**config.mk**
```make
export PLATFORM = sky130hd
export DESIGN_NAME = operand_fetch_sequencer
export DESIGN_NICKNAME = d
export VERILOG_FILES = /design/src/rtl/operand_fetch_sequencer.sv
export SDC_FILE = /design/constraint.sdc
export NUM_CORES = 1
export LEC_CHECK = 0
export ABC_AREA = 1
export ABC_CLOCK_PERIOD_IN_PS = 2100
export CORE_ASPECT_RATIO = 1.25
export CORE_MARGIN = 5
export CORE_UTILIZATION = 35
export CTS_BUF_LIST = sky130_fd_sc_hd__clkbuf_8 sky130_fd_sc_hd__clkbuf_16
export CTS_CLUSTER_DIAMETER = 150
export DETAILED_ROUTE_END_ITERATION = 7
export PLACE_DENSITY = 0.64
export SYNTH_ARGS = -nofsm -noshare
export SYNTH_HDL_FRONTEND = slang
export SYNTH_SLANG_ARGS = --single-unit
```
**constraint.sdc**
```tcl
create_clock -name clk -period 2.1 [get_ports clk]
set_clock_uncertainty 0.1 [all_clocks]
set_input_delay 0.525 -clock clk [delete_from_list [all_inputs] [get_ports clk]]
set_output_delay 0.525 -clock clk [all_outputs]
set_load 0.02 [all_outputs]
```
**src/rtl/operand_fetch_sequencer.sv**
```systemverilog
// Operand fetch sequencer: takes one instruction over a valid/ready handshake,
// reads operands A and B through a shared, arbitrated register-file read port,
// and presents an operand bundle over a second valid/ready handshake.
//
// Ports:
//   clk, rst_n              clock, synchronous active-low reset
//   in_valid/in_ready       instruction handshake; in_instr, in_imm payload
//   rf_rd_en/rf_rd_addr     register-file read request
//   rf_rd_gnt/rf_rd_data    grant this cycle; data the cycle after a grant
//   out_valid/out_ready     bundle handshake
//   out_op_a, out_op_b      operands
//   out_dst                 destination register index
//   out_illegal             reserved bits set in a reg-reg instruction
module operand_fetch_sequencer #(
    parameter int WORD_SIZE    = 16,
    parameter int IMM_SIGN_EXT = 0
) (
    input  logic                 clk,
    input  logic                 rst_n,
    input  logic                 in_valid,
    output logic                 in_ready,
    input  logic [WORD_SIZE-1:0] in_instr,
    input  logic                 in_imm,
    output logic                 rf_rd_en,
    output logic [2:0]           rf_rd_addr,
    input  logic                 rf_rd_gnt,
    input  logic [WORD_SIZE-1:0] rf_rd_data,
    output logic                 out_valid,
    input  logic                 out_ready,
    output logic [WORD_SIZE-1:0] out_op_a,
    output logic [WORD_SIZE-1:0] out_op_b,
    output logic [2:0]           out_dst,
    output logic                 out_illegal
);

    localparam logic [2:0] IDLE  = 3'd0;
    localparam logic [2:0] REQ_A = 3'd1;
    localparam logic [2:0] GOT_A = 3'd2;
    localparam logic [2:0] REQ_B = 3'd3;
    localparam logic [2:0] GOT_B = 3'd4;
    localparam logic [2:0] OUT   = 3'd5;

    logic [2:0]           state;
    logic [2:0]           state_next;
    logic [10:0]          instr;
    logic                 imm;
    logic [WORD_SIZE-1:0] op_a;
    logic [WORD_SIZE-1:0] op_b;
    logic [2:0]           dst;
    logic                 illegal;

    logic [2:0]           a_addr;
    logic [2:0]           b_addr;
    logic                 ext_bit;
    logic [WORD_SIZE-1:0] imm_ext;

    assign a_addr  = imm ? instr[10:8] : instr[6:4];
    assign b_addr  = instr[2:0];
    assign ext_bit = (IMM_SIGN_EXT != 0) ? instr[7] : 1'b0;
    assign imm_ext = {{(WORD_SIZE-8){ext_bit}}, instr[7:0]};

    // Request and next-state logic. GOT_A doubles as the first B request
    // cycle for reg-reg instructions so a continuous grant costs no bubble.
    always_comb begin
        state_next = state;
        rf_rd_en   = 1'b0;
        rf_rd_addr = a_addr;
        case (state)
            IDLE: begin
                if (in_valid) state_next = REQ_A;
            end
            REQ_A: begin
                rf_rd_en = 1'b1;
                if (rf_rd_gnt) state_next = GOT_A;
            end
            GOT_A: begin
                if (imm) begin
                    state_next = OUT;
                end else begin
                    rf_rd_en   = 1'b1;
                    rf_rd_addr = b_addr;
                    state_next = rf_rd_gnt ? GOT_B : REQ_B;
                end
            end
            REQ_B: begin
                rf_rd_en   = 1'b1;
                rf_rd_addr = b_addr;
                if (rf_rd_gnt) state_next = GOT_B;
            end
            GOT_B: begin
                state_next = OUT;
            end
            OUT: begin
                if (out_ready) state_next = IDLE;
            end
            default: begin
                state_next = IDLE;
            end
        endcase
    end

    always_ff @(posedge clk) begin
        if (!rst_n) begin
            state   <= IDLE;
            instr   <= '0;
            imm     <= 1'b0;
            op_a    <= '0;
            op_b    <= '0;
            dst     <= '0;
            illegal <= 1'b0;
        end else begin
            state <= state_next;
            case (state)
                IDLE: begin
                    if (in_valid) begin
                        instr   <= in_instr[10:0];
                        imm     <= in_imm;
                        dst     <= in_imm ? in_instr[10:8] : in_instr[6:4];
                        illegal <= ~in_imm & (in_instr[7] | in_instr[3]);
                    end
                end
                GOT_A: begin
                    op_a <= rf_rd_data;
                    if (imm) op_b <= imm_ext;
                end
                GOT_B: begin
                    op_b <= rf_rd_data;
                end
                default: begin
                end
            endcase
        end
    end

    assign in_ready    = (state == IDLE);
    assign out_valid   = (state == OUT);
    assign out_op_a    = op_a;
    assign out_op_b    = op_b;
    assign out_dst     = dst;
    assign out_illegal = illegal;

endmodule
```
==> results of run 1 <==
==> worst min path at each step <==
stage                                  startpoint                 endpoint  depth (start not counted)
after floorplan             instr[3]$_SDFFE_PN0P_    instr[3]$_SDFFE_PN0P_                          2
after global routing      out_dst[1]$_SDFFE_PN0P_  out_dst[1]$_SDFFE_PN0P_                          2
final                     out_dst[2]$_SDFFE_PN0P_  out_dst[2]$_SDFFE_PN0P_                          2
after global placement    out_dst[0]$_SDFFE_PN0P_  out_dst[0]$_SDFFE_PN0P_                          2
after CTS                 out_dst[0]$_SDFFE_PN0P_  out_dst[0]$_SDFFE_PN0P_                          2
after detailed placement  out_dst[2]$_SDFFE_PN0P_  out_dst[2]$_SDFFE_PN0P_                          2
==> registers in the layout, indices dropped and copies added, names as in the netlist <==
name and flops:
instr 11, out_op_b 16, out_dst 3, imm 1, out_illegal 1, out_op_a 16, state 3
==> power breakdown <==
| part | switching (mW) | internal (mW) | total (mW) |
|---|---|---|---|
| logic | 1.36 | 1.02 | 2.38 |
| registers | 0.184 | 1.28 | 1.46 |
| clock network | 0.310 | 0.345 | 0.655 |
==> cell type report <==
type / count / share of cell area
flip-flops and latches: 51 / 0.312
well taps: 87 / 0.0331
clock inverters: 2 / 0.0103
repair buffers: 89 / 0.257
multi-input cells: 232 / 0.346
inverters: 15 / 0.0202
clock buffers: 5 / 0.0210
==> cells by family after synthesis <==
family                 count (synthesis)  share of synthesized area
AOI/OAI and AO/OA                     56                      0.130
and+or+nand+nor                      176                      0.356
buffers and inverters                 29                     0.0757
DFF                                   51                      0.438
==> stage by stage <==
stage | hold slack (ns) | total power, mW
final | 0.367 | 4.50
after global routing | 0.392 | 4.84
after CTS | 0.372 | 4.56
after detailed placement | 0.355 | 3.92
after global placement | 0.355 | 3.88
after floorplan | 0.340 | 3.00
==> cells in the final DEF (no fill, tap or decap), types with 2 or more instances in the layout <==
cell type and instances:
nand3b_1 8, nand3_1 9, dfxtp_1 47, dlygate4sd2_1 2, a21oi_1 24, dfxtp_2 4
o21ai_2 3, buf_4 15, clkdlybuf4s15_2 2, nor2_4 3, nand3_2 9, nor2_1 62
clkbuf_8 5, o211ai_1 3, inv_2 4, nand2_4 4, clkdlybuf4s50_1 68, inv_1 9
nand2_1 79, o21ai_0 25
==> layer usage <==
layer	track usage	part of all wire	vias up
li1	-	-	1165
met1	0.171	0.45	982
met2	0.248	0.49	50
met3	0.0350	0.051	9
met4	0.0453	0.013	0
met5	0	0	-
==> repair_timing <==
| item | CTS | global route |
|---|---|---|
| gates resized for setup | 15 | 6 |
| hold buffers | 0 | 0 |
| cloned | 0 | 0 |
| setup endpoints to repair | 6 | 6 |
| buffers inserted | 0 | 0 |
| pin swaps | 0 | 1 |
==> worst reg2reg max path, stage by stage (launching register included) <==
cell	delay, ns
dfxtp_2	0.35
buf_4	0.16
nor2_4	0.17
buf_4	0.15
nand2_4	0.18
inv_4	0.26
o21ai_0	0.11
nor2_1	0.11
nor2_1	0.04
==> flow_metrics.env, run 1 <==
export IMPL_run_status="complete, no violations"
export IMPL_die_area_mm2=0.00840
export IMPL_reg2reg_to="out_op_b[0]$_SDFFE_PN0P_"
export IMPL_cp_max_fo=4
export IMPL_avgSynthCellArea_um2=7.47
export IMPL_endpoint="rf_rd_addr[0]"
export IMPL_ys_flop_type="dfxtp_1"
export IMPL_report_final_slew_viol_count=0
export IMPL_dr_first_iter_drc_count=62
export IMPL_synth_top_area_cell="dfxtp_1"
export IMPL_final_min_clock_period_ns=2.03
export IMPL_worst_path_stages=5
export IMPL_gp_congestion=0.780
export IMPL_criticalPathCategory="reg2out"
export IMPL_start_kind="register"
export IMPL_clkSlewWorstSetupHoldPaths_ns=0.09
export IMPL_critPathArrivalTime_ns=1.41
export IMPL_multi_input_area_mm2=0.00114
export IMPL_synth_edf_count=0
export IMPL_yosys_top_cells_area="dfxtp_1 (44%), nand2_1 (13%), nor2_1 (10%), o21ai_0 (5.4%), a21oi_1 (5.2%)"
export IMPL_pwr_density_cell_mw_per_mm2=1370
export IMPL_area_growth_syn_to_layout_pct=41.0
export IMPL_syn_num_nets=350
export IMPL_place_ws_ns=-0.0466
export IMPL_maxSlewHeadroom=0.771
export IMPL_reg2reg_depth=8
export IMPL_end_kind="primary output"
export IMPL_numCtsBuffers=5
export IMPL_port_buffers=74
export IMPL_dpl_cell_area_mm2=0.00318
export IMPL_vias=2206
export IMPL_dieHeight_um=101
export IMPL_rows=33
export IMPL_drive_gt1_frac=0.142
export IMPL_dp_cells=474
export IMPL_setup_slack_ns=0.0689
export IMPL_fillers=688
export IMPL_gr_total_overflow=0
export IMPL_cp_slowest_cell="dfxtp_2"
export IMPL_cts_sinks=51
export IMPL_crit_chain="nor2_4 -> nand2_4 -> o211ai_1 -> o21ai_2 -> clkdlybuf4s15_2"
export IMPL_cpPeakStageDelay_ns=0.35
export IMPL_period_share=0.967
export IMPL_grt_pass1_vias=2069
export IMPL_start_util=0.357
export IMPL_drt_pass1_iter_count=4
export IMPL_die_w_um=83.0
export IMPL_synthArstFlopShare=0
export IMPL_netlist_area_mm2=0.00233
export IMPL_num_io_pins=80
export IMPL_reg2reg_slack_ns=0.37
export IMPL_drt_total_wl_mm=6.04
export IMPL_fin_cells=481
export IMPL_yosysSeqAreaShare=0.438
export IMPL_cp_num_buf_inv=1
export IMPL_wl_per_cell_um=12.5
export IMPL_drc=0
export IMPL_antenna_found_initial=0
export IMPL_setup_viol_count_final=0
export IMPL_cts_root_buffer="clkbuf_8"
export IMPL_cts_htree_levels=2
export IMPL_finalSetupTns_ns=0
export IMPL_hold_viol_final=0
export IMPL_worst_pin_slew_ns=0.343
export IMPL_clock_latency_ns=0.30
export IMPL_vias_per_cell=4.59
export IMPL_postLayoutCoreUtil=0.503
export IMPL_max_freq_mhz=492
export IMPL_core_area_mm2=0.00652
export IMPL_netlist_instances=312
export IMPL_leakage_nw=1.36
export IMPL_reg2reg_from="state[0]$_SDFFE_PN0P_"
export IMPL_hp_class="reg2reg"
export IMPL_peakVddDrop_v=0.000536
export IMPL_crit_start="state[2]$_SDFFE_PN0P_"
export IMPL_layout_nets=432
export IMPL_diodes=0
export IMPL_synth_distinct_cells=26
export IMPL_synth_cells_most_frequent="nand2_1 (79), nor2_1 (62), dfxtp_1 (51)"
export IMPL_yosysTopAreaCellShare=0.438
export IMPL_stdcell_area_mm2=0.00328
export IMPL_critPathRequiredTime_ns=1.47
export IMPL_synth_most_common_cell="nand2_1"
export IMPL_dp_hpwl_mm=4.56
export IMPL_grt_pass1_wl_mm=9.89
export IMPL_yosys_warnings=0
export IMPL_cap_violations=0
export IMPL_critical_path_top_delay_family="flip-flops"
export IMPL_cts_tree="yes"
export IMPL_regArea_mm2=0.00103
export IMPL_clockBufferDepth=2
export IMPL_grt_max_degree=25
export IMPL_ant_nets=0
export IMPL_track_usage=0.141
export IMPL_synth_seq_cells=51
(Power assumes the default switching activity.)
==> inputs of run 2 (changes only) <==
Settings changed: SLEW_MARGIN from default to 20.
==> results of run 2 <==
Final layout, timing and power as in run 1 (identical DEF).
==> inputs of run 3 (changes only) <==
Settings changed: SETUP_SLACK_MARGIN from default to 0.2.
==> run 3 against run 2 <==
Effect of this change: power is 2.9% higher; critical path depth rose by 1; sequential share of layout area is 0.80 points lower; hold slack better by 0.00086 ns; combinational power grew 5%; wire length increased by 2.9%; final cell count rose by 0.83%; largest power group unchanged.
==> flow_metrics.env, run 3 (same netlist as run 1, synthesis figures left out) <==
export IMPL_run_status="complete, no violations"
export IMPL_grt_pass1_vias=2080
export IMPL_critical_path_top_delay_family="flip-flops"
export IMPL_finalSetupTns_ns=0
export IMPL_ctsHoldBuffers=0
export IMPL_place_ws_ns=-0.0466
export IMPL_period_share=0.924
export IMPL_antenna_found_initial=0
export IMPL_end_kind="primary output"
export IMPL_crit_chain="nor2_4 -> nand2_4 -> inv_8 -> nand2_2 -> o211ai_1 -> buf_4"
export IMPL_cpPeakStageDelay_ns=0.37
export IMPL_p_switching_mw=1.92
export IMPL_clockBufferDepth=2
export IMPL_final_common_cell="nand2_1"
export IMPL_grt_pass1_wl_mm=9.98
export IMPL_fillers=681
export IMPL_maxSlewHeadroom=0.817
export IMPL_gr_total_overflow=0
export IMPL_drt_total_wl_mm=6.21
export IMPL_rsz0062_at_grt="yes"
export IMPL_report_final_slew_viol_count=0
export IMPL_die_w_um=83.0
export IMPL_cp_max_fo=4
export IMPL_port_buffers=74
export IMPL_track_usage=0.142
export IMPL_leakage_nw=1.80
export IMPL_final_cell_mix="nand2_1 (78), nor2_1 (62), dfxtp_1 (47), clkdlybuf4s50_1 (36)"
export IMPL_clkSlewWorstSetupHoldPaths_ns=0.09
export IMPL_dp_cells=474
export IMPL_drive_gt1_frac=0.161
export IMPL_cts_sinks=51
export IMPL_worstHoldStart="out_dst[0]$_SDFFE_PN0P_"
export IMPL_reg2reg_from="state[0]$_SDFFE_PN0P_"
export IMPL_power_frac_seq=0.318
export IMPL_p_int_mw=2.71
export IMPL_peakVddDrop_v=0.000549
export IMPL_timing_hold_ws_ns=0.368
export IMPL_dp_hpwl_mm=4.56
export IMPL_reg2reg_slack_ns=0.33
export IMPL_clkPwrFrac=0.142
export IMPL_dr_first_iter_drc_count=70
export IMPL_pwr_density_cell_mw_per_mm2=1360
export IMPL_cap_violations=0
export IMPL_reg2reg_to="out_op_b[0]$_SDFFE_PN0P_"
export IMPL_core_area_mm2=0.00652
export IMPL_gp_congestion=0.780
export IMPL_hold_viol_final=0
export IMPL_start_kind="register"
export IMPL_drt_pass1_iter_count=4
export IMPL_cts_tree="yes"
export IMPL_p_total_mw=4.63
export IMPL_ant_nets=0
export IMPL_min_to="out_dst[0]$_SDFFE_PN0P_"
export IMPL_dieHeight_um=101
export IMPL_setup_slack_ns=0.159
export IMPL_min_delay_path_depth=2
export IMPL_vias_per_cell=4.63
export IMPL_wl_per_cell_um=12.8
export IMPL_cts_root_buffer="clkbuf_8"
export IMPL_max_freq_mhz=515
export IMPL_switching_share=0.415
export IMPL_clock_latency_ns=0.30
export IMPL_vias=2244
export IMPL_critPathArrivalTime_ns=1.32
export IMPL_worst_pin_slew_ns=0.274
export IMPL_area_growth_syn_to_layout_pct=45.8
export IMPL_critPathRequiredTime_ns=1.47
export IMPL_setup_viol_count_final=0
export IMPL_criticalPathCategory="reg2out"
export IMPL_reg2reg_depth=9
export IMPL_cts_htree_levels=2
export IMPL_drc=0
export IMPL_layout_nets=436
export IMPL_diodes=0
export IMPL_num_io_pins=80
export IMPL_start_util=0.357
export IMPL_final_min_clock_period_ns=1.94
export IMPL_cp_num_buf_inv=2
export IMPL_hp_class="reg2reg"
export IMPL_fin_cells=485
export IMPL_cp_slowest_cell="dfxtp_4"
export IMPL_rows=33
export IMPL_numCtsBuffers=5
export IMPL_pwr_share_comb=0.539
export IMPL_grt_max_degree=25
export IMPL_die_area_mm2=0.00840
run 3: layout make-up:
class	count	area, µm²	share of cell area
Clock buffer	5	68.8	0.0203
Tap cell	87	109	0.0321
Clock inverter	2	33.8	0.00995
Timing Repair Buffer	93	920	0.271
Inverter	15	68.8	0.0203
Multi-Input combinational cell	232	1160	0.342
Sequential cell	51	1030	0.304
run 3: worst max-delay path by stage:
stage                                     start       endpoint  slack [ns]  cells after the start
after CTS                 state[0]$_SDFFE_PN0P_  rf_rd_addr[0]        0.15                      5
after global placement    state[1]$_SDFFE_PN0P_  rf_rd_addr[1]       -0.02                      3
final                     state[2]$_SDFFE_PN0P_  rf_rd_addr[1]        0.16                      6
after floorplan           state[0]$_SDFFE_PN0P_  rf_rd_addr[0]        0.25                      7
after global routing      state[2]$_SDFFE_PN0P_  rf_rd_addr[1]         0.1                      6
after detailed placement  state[1]$_SDFFE_PN0P_  rf_rd_addr[1]       -0.05                      3
run 3: what timing repair did:
action / CTS / global route
setup buffers: 2 / 2
endpoints found under the setup margin: 16 / 36
pin swaps: 3 / 2
gates resized for setup: 43 / 36
run 3: layer usage:
layer  GRT usage  vias to the layer above  share of wire
met3      0.0334                        7          0.045
met1       0.173                     1009           0.45
li1            -                     1174              -
met2       0.252                       54           0.49
met4      0.0428                        0          0.012
met5           0                        -              0
run 3: power groups by stage:
stage                     Sequential (mW)  Clock, mW  Combinational (mW)
after detailed placement             1.48          0                2.45
after floorplan                      1.71          0                1.29
after global routing                 1.52      0.710                2.75
after global placement               1.47          0                2.42
final                                1.47      0.658                2.50
after CTS                            1.47      0.677                2.42
run 3: per-stage QoR:
stage / util / instance area [µm²]
2_1_floorplan: - / 2330
3_3_place_gp: 0.488 / 3180
3_5_place_dp: 0.488 / 3180
4_1_cts: 0.502 / 3280
5_1_grt: 0.521 / 3400
6_report: 0.521 / 3400
run 3: worst min-delay path: stages (launching register included):
cell,delay [ns]
dfxtp_1,0.32
nand2_1,0.06
a21oi_1,0.05
==> edit 1 (flow settings as in run 3) <==
`WORD_SIZE`: 16 -> 32.
--- a/src/rtl/operand_fetch_sequencer.sv
+++ b/src/rtl/operand_fetch_sequencer.sv
@@ -12,7 +12,7 @@
 //   out_dst                 destination register index
 //   out_illegal             reserved bits set in a reg-reg instruction
 module operand_fetch_sequencer #(
-    parameter int WORD_SIZE    = 16,
+    parameter int WORD_SIZE    = 32,
     parameter int IMM_SIGN_EXT = 0
 ) (
     input  logic                 clk,
Ports: changed (resized in_instr, out_op_a, out_op_b and rf_rd_data); port bits go from 80 to 144. No check against the original RTL was run, so the function may have changed too.
==> edit 1 against run 3 <==
  * Worst setup slack better by 0.0094 ns
  * Final area increased by 49%
  * Critical path depth is the same
  * Power increased by 55%
  * Area after synthesis grew 43%
  * Wire length is 59% higher
  * Sequential cell count up 32
  * Synthesized cell count up 44%
  * Die area rose by 38%
  * Critical endpoint is now rf_rd_addr[2]
  * Via count increased by 49%
  * Critical path type unchanged
  * Largest power group unchanged
  * Maximum frequency is 0.49% higher
==> edit 1: results (changes against run 3) <==
Worst setup path
  – Crit Path Max Fanout: 5 (+1)
  – Crit-path leading delay family: simple AND/OR/NAND/NOR gates
  – Register-to-register setup slack: 0.45 ns (+0.12 ns)
  – RR Startpoint: state[1]
  – Worst path max stage delay: 0.32 ns (-0.05 ns)
  – Worst setup path end: rf_rd_addr[2]
  – Slowest cell on crit path: dfxtp_2
  – Worst R2R Path Depth: 7 (-2)

Hold path
  – Worst Hold End: out_dst[2]
  – WHS Path Cells: 2 (unchanged)
  – Worst hold path type: reg -> reg

Placed design
  – RD Place Congestion: 0.802 (+2.9%)
  – Placed Area: 4690 um2 (+47%)
  – I/O Buffers: 122 (+65%)
  – DP Wirelength: 7260 um (+59%)
  – Placed Cells: 682 (+44%)
  – Post-Place Worst Slack: 0.00485 ns (+0.0515 ns)

Logic synthesis
  – Count of cell types in the netlist: 23 (-12%)
  – Sequential fraction of the synthesis area: 50.0% (+6.2 points)
  – Synth Net Count: 518 (+48%)
  – Syn avg cell area: 7.42 um2 (-0.66%)
  – Synth cell count leaders: 92 x nand2_1, 83 x dfxtp_1, 76 x nor2_1, 49 x a21oi_1, 43 x o21ai_0

Clock tree
  – Worst-Skew Late Latency: 0.34 ns (+0.04 ns)
  – Clock-pin transition on the worst setup and hold timing paths: 0.06 ns (-0.03 ns)
  – Deepest level of the CTS H-tree: 3 (+1)
  – Post-CTS Resized: 107 (+150%)
  – Clock Root Buffer: clkbuf_16
  – Post-CTS Setup Bufs: 1 (-1)
  – Cts bufs inserted: 9 (+4)

Power
  – Maximum vdd drop: 0.000524 V (-4.6%)
  – Leak: 2.31 nW (+28%)

Status
  – Outcome: complete, no violations

Global route
  – GR Util met2: 28.9% (+3.6 points)
  – M3 GR Usage: 5.50% (+2.2 points)
  – Met1 Use GR: 19.9% (+2.6 points)
  – Largest net degree at the start of global routing: 34 (+36%)
  – Vias in the first global route: 3,131 (+51%)
  – First-pass GRT wire length: 15,900 um (+59%)
  – GR Util All Layers: 16.9% (+2.6 points)

STA
  – Worst Max-Slew Pin Slew: 0.410 ns (+0.136 ns)
  – Fin Hold WS: 0.364 ns (-0.00399 ns)

Routing
  – Routed length on met1: 4200 um (+50%)
  – Via Count: 3,347 (+49%)
  – DR iter-0 viols: 121 (+73%)
  – WL met2: 4740 um (+54%)
  – DR WL met3: 790 um (+180%)
  – Mean number of vias per cell: 4.76 (+2.9%)

Final layout
  – Fin nets: 645 (+48%)
  – Fraction of layout cells with a size suffix above 1: 11.6% (-4.5 points)
## edit 1: cell count changes after synthesis, sizes merged, moves of 2 or more
cell / run 3 / this run
dfxtp: 51 / 83
buf: 11 / 15
clkbuf: 3 / 12
nand2: 84 / 96
o211ai: 3 / 1
inv: 14 / 23
nand3: 18 / 33
o21ai: 28 / 47
nor2: 65 / 78
a21oi: 24 / 49
## edit 1: layout make-up
type                            instances  area [um2]
Inverter                               23        93.8
Multi-Input combinational cell        315        1480
Sequential cell                        83        1670
Timing Repair Buffer                  143        1300
Fill cell                             886        4180
Clock inverter                          7         123
Tap cell                              123         154
Clock buffer                            9         225
## edit 1: kinds of logic (layout without fill, tap and decap cells)
group / count (synthesis) / in the layout / synth area share, %
buf+inv: 50 / 182 / 6.93
compound gates: 98 / 98 / 14.9
simple gates: 217 / 217 / 28.2
flops: 83 / 83 / 50.0
## edit 1: power by group
group / internal, mW / switching (mW)
Clock: 1.17 / 0.654
Sequential: 2.03 / 0.233
Combinational: 1.19 / 1.88
Total: 4.39 / 2.76
==> edit 2 (settings of run 3) <==
Made on the original files. Reset style: asynchronous (`rst_n`), changed in one clocked block. Comments in the files are not updated.
--- a/src/rtl/operand_fetch_sequencer.sv
+++ b/src/rtl/operand_fetch_sequencer.sv
@@ -99,7 +99,7 @@
         endcase
     end
 
-    always_ff @(posedge clk) begin
+    always_ff @(posedge clk or negedge rst_n) begin
         if (!rst_n) begin
             state   <= IDLE;
             instr   <= '0;
Function: differs if rst_n is asserted again (counterexample within 4 cycles, from zero or initial values and one cycle with rst_n low); with rst_n held inactive, the same outputs for 10 cycles.
==> edit 2 against run 3 <==
  * Sequential cell count did not move
  * Critical endpoint unchanged
  * Worst setup slack got worse by 0.057 ns
  * Area after synthesis rose by 2.9%
  * Register-to-register slack improved by 0.12 ns
  * Synthesized cell count fell by 9.3%
  * Largest power group unchanged
  * Final area fell by 0.85%
  * Power rose by 10%
  * Wire length fell by 8.7%
  * Critical path type unchanged
==> edit 2: results (changes against run 3) <==
STA
  – Max-slew headroom: 63.7% (-18 points)
  – Fmax: 501 MHz (-2.9%)

Logic synthesis
  – Fraction of the mapped netlist area in compound gates: 11.4% (-1.6 points)
  – Post-Synth XOR/XNOR Area: 0% (unchanged)
  – Largest cells by area after synthesis: dfrtp_1 53%, nand2_1 17%, o21ai_0 4.8%
  – Top FF cell, synth: dfrtp_1
  – Synth Net Count: 321 (-8.3%)
  – Post-synthesis mux area share: 0% (unchanged)
  – Asr flop ratio synth: 100% (+100 points)
  – Syn avg cell area: 8.47 um2 (+13%)
  – Count of cell types in the netlist: 20 (-23%)
  – Synth warn: 0 (unchanged)
  – Sequential fraction of the synthesis area: 53.2% (+9.4 points)
  – Register bit total from synthesis: 51 (unchanged)
  – Synth cell count leaders: 111 x nand2_1, 51 x dfrtp_1, 30 x inv_1, 23 x o21ai_0, 21 x nand3_1
  – Post-Synth Adder-Cell Area: 0% (unchanged)

Final layout
  – Multi-input logic area: 928 um2 (-20%)
  – Non-Clock Buffer Area Fraction: 25.0% (-2.1 points)
  – Register area: 1280 um2 (+23%)
  – Non-filler cells, final: 457 (-5.8%)
  – Fraction of layout cells with a size suffix above 1: 16.8% (+0.68 points)
  – # fillers: 685 (+0.59%)
  – Fin nets: 407 (-6.7%)
  – Buffers outside the clock class: 89 (-4.3%)
  – ClkCell Share: 2.60% (-0.42 points)
  – Comb_multi_in: 189 (-19%)
  – Non-clk invs: 33 (+18)
  – ANT cells: 0 (unchanged)

Clock tree
  – Clock-pin transition on the worst setup and hold timing paths: approximately 0.10 ns
  – Post-cts hold buffer count: 0 (unchanged)
  – Deepest level of the CTS H-tree: 2 (unchanged)
  – Clock Root Buffer: clkbuf_8
  – Worst-Skew Late Latency: 0.30 ns (about the same)
  – Maximum clock path buffer count: 2 (unchanged)

Routing
  – Routed WL: 5670 um (-8.7%)
  – Initial DRT Pass Iterations: 5 (+1)
  – Via Count: 2,079 (-7.4%)
  – DR iter-0 viols: 100 (+43%)

Global route
  – GR Util All Layers: 13.8% (-0.46 points)
  – First-pass GRT wire length: 9650 um (-3.4%)
  – Largest net degree at the start of global routing: 39 (+56%)
  – Initial antenna violation count: 0 (unchanged)

Worst setup path
  – Crit Path Max Fanout: 5 (+1)
  – Worst path max stage delay: 0.41 ns (+0.04 ns)
  – Arrival time at the worst endpoint: 1.37 ns (+0.05 ns)
  – Slowest cell on crit path: dfrtp_1
  – Register-to-register setup slack: 0.45 ns (+0.12 ns)

Placed design
  – Post-Place Worst Slack: -0.0239 ns (+0.0227 ns)
  – Placed Cells: 447 (-5.7%)
  – I/O Buffers: 74 (unchanged)
  – DP Wirelength: 4220 um (-7.6%)
  – RD Place Congestion: 0.725 (-7.0%)

Status
  – Outcome: complete, no violations

Power
  – Maximum vdd drop: 0.000801 V (+46%)
  – Leak: 1.85 nW (+2.4%)

Hold path
  – Worst hold path type: in -> async
==> edit 2: final timing paths <==
check,startpoint,to,depth (start not counted)
worst max register to register,state[0],out_op_b[5],8
min in group clk,out_op_a[11],out_op_a[11],2
worst max-delay path,imm,rf_rd_addr[1],8
worst min-delay path,rst_n,out_op_a[15],1
worst min register to register,out_op_a[11],out_op_a[11],2
max in group asynchronous,rst_n,out_op_a[2],2
==> edit 2: layer usage <==
| layer | track usage (%) | up-vias | share of wire, % |
|---|---|---|---|
| met5 | 0 | - | 0 |
| met4 | 4.33 | 0 | 1.1 |
| met3 | 4.00 | 4 | 6.4 |
| met2 | 23.5 | 59 | 49 |
| met1 | 17.0 | 962 | 44 |
| li1 | - | 1054 | - |
==> edit 2: where the power goes <==
group | internal [mW] | switching [mW]
sequential | 1.44 | 0.253
clock | 0.235 | 0.337
combinational | 1.17 | 1.66
==> edit 2: critical path: cells and delay by family (launching register included) <==
family / cells / cell delay (ns)
simple gates: 2 / 0.10
buf+inv: 4 / 0.43
flops: 1 / 0.41
compound gates: 2 / 0.13
==> edit 2: per-stage QoR <==
step                      hold WS, ns  power [mW]  cell area (um2)
after global routing            0.127        5.54             3370
after detailed placement        0.360        4.64             3250
after floorplan                 0.129        3.43             2400
after global placement          0.350        4.60             3250
final                          0.0968        5.10             3370
after CTS                       0.106        5.05             3310
==> edit 2: repair_timing <==
item,4_1_cts,5_1_grt
pin swaps,1,2
buffers inserted,1,1
setup endpoints to repair,39,9
gates cloned,0,0
resized for setup,69,19
==> edit 2: cell families (layout without fill, tap and decap cells) <==
kind of cell / after synthesis / count (layout)
AND/OR/NAND/NOR: 146 / 146
buffers and inverters: 43 / 130
AO/OA/AOI/OAI: 43 / 43
flip-flops: 51 / 51
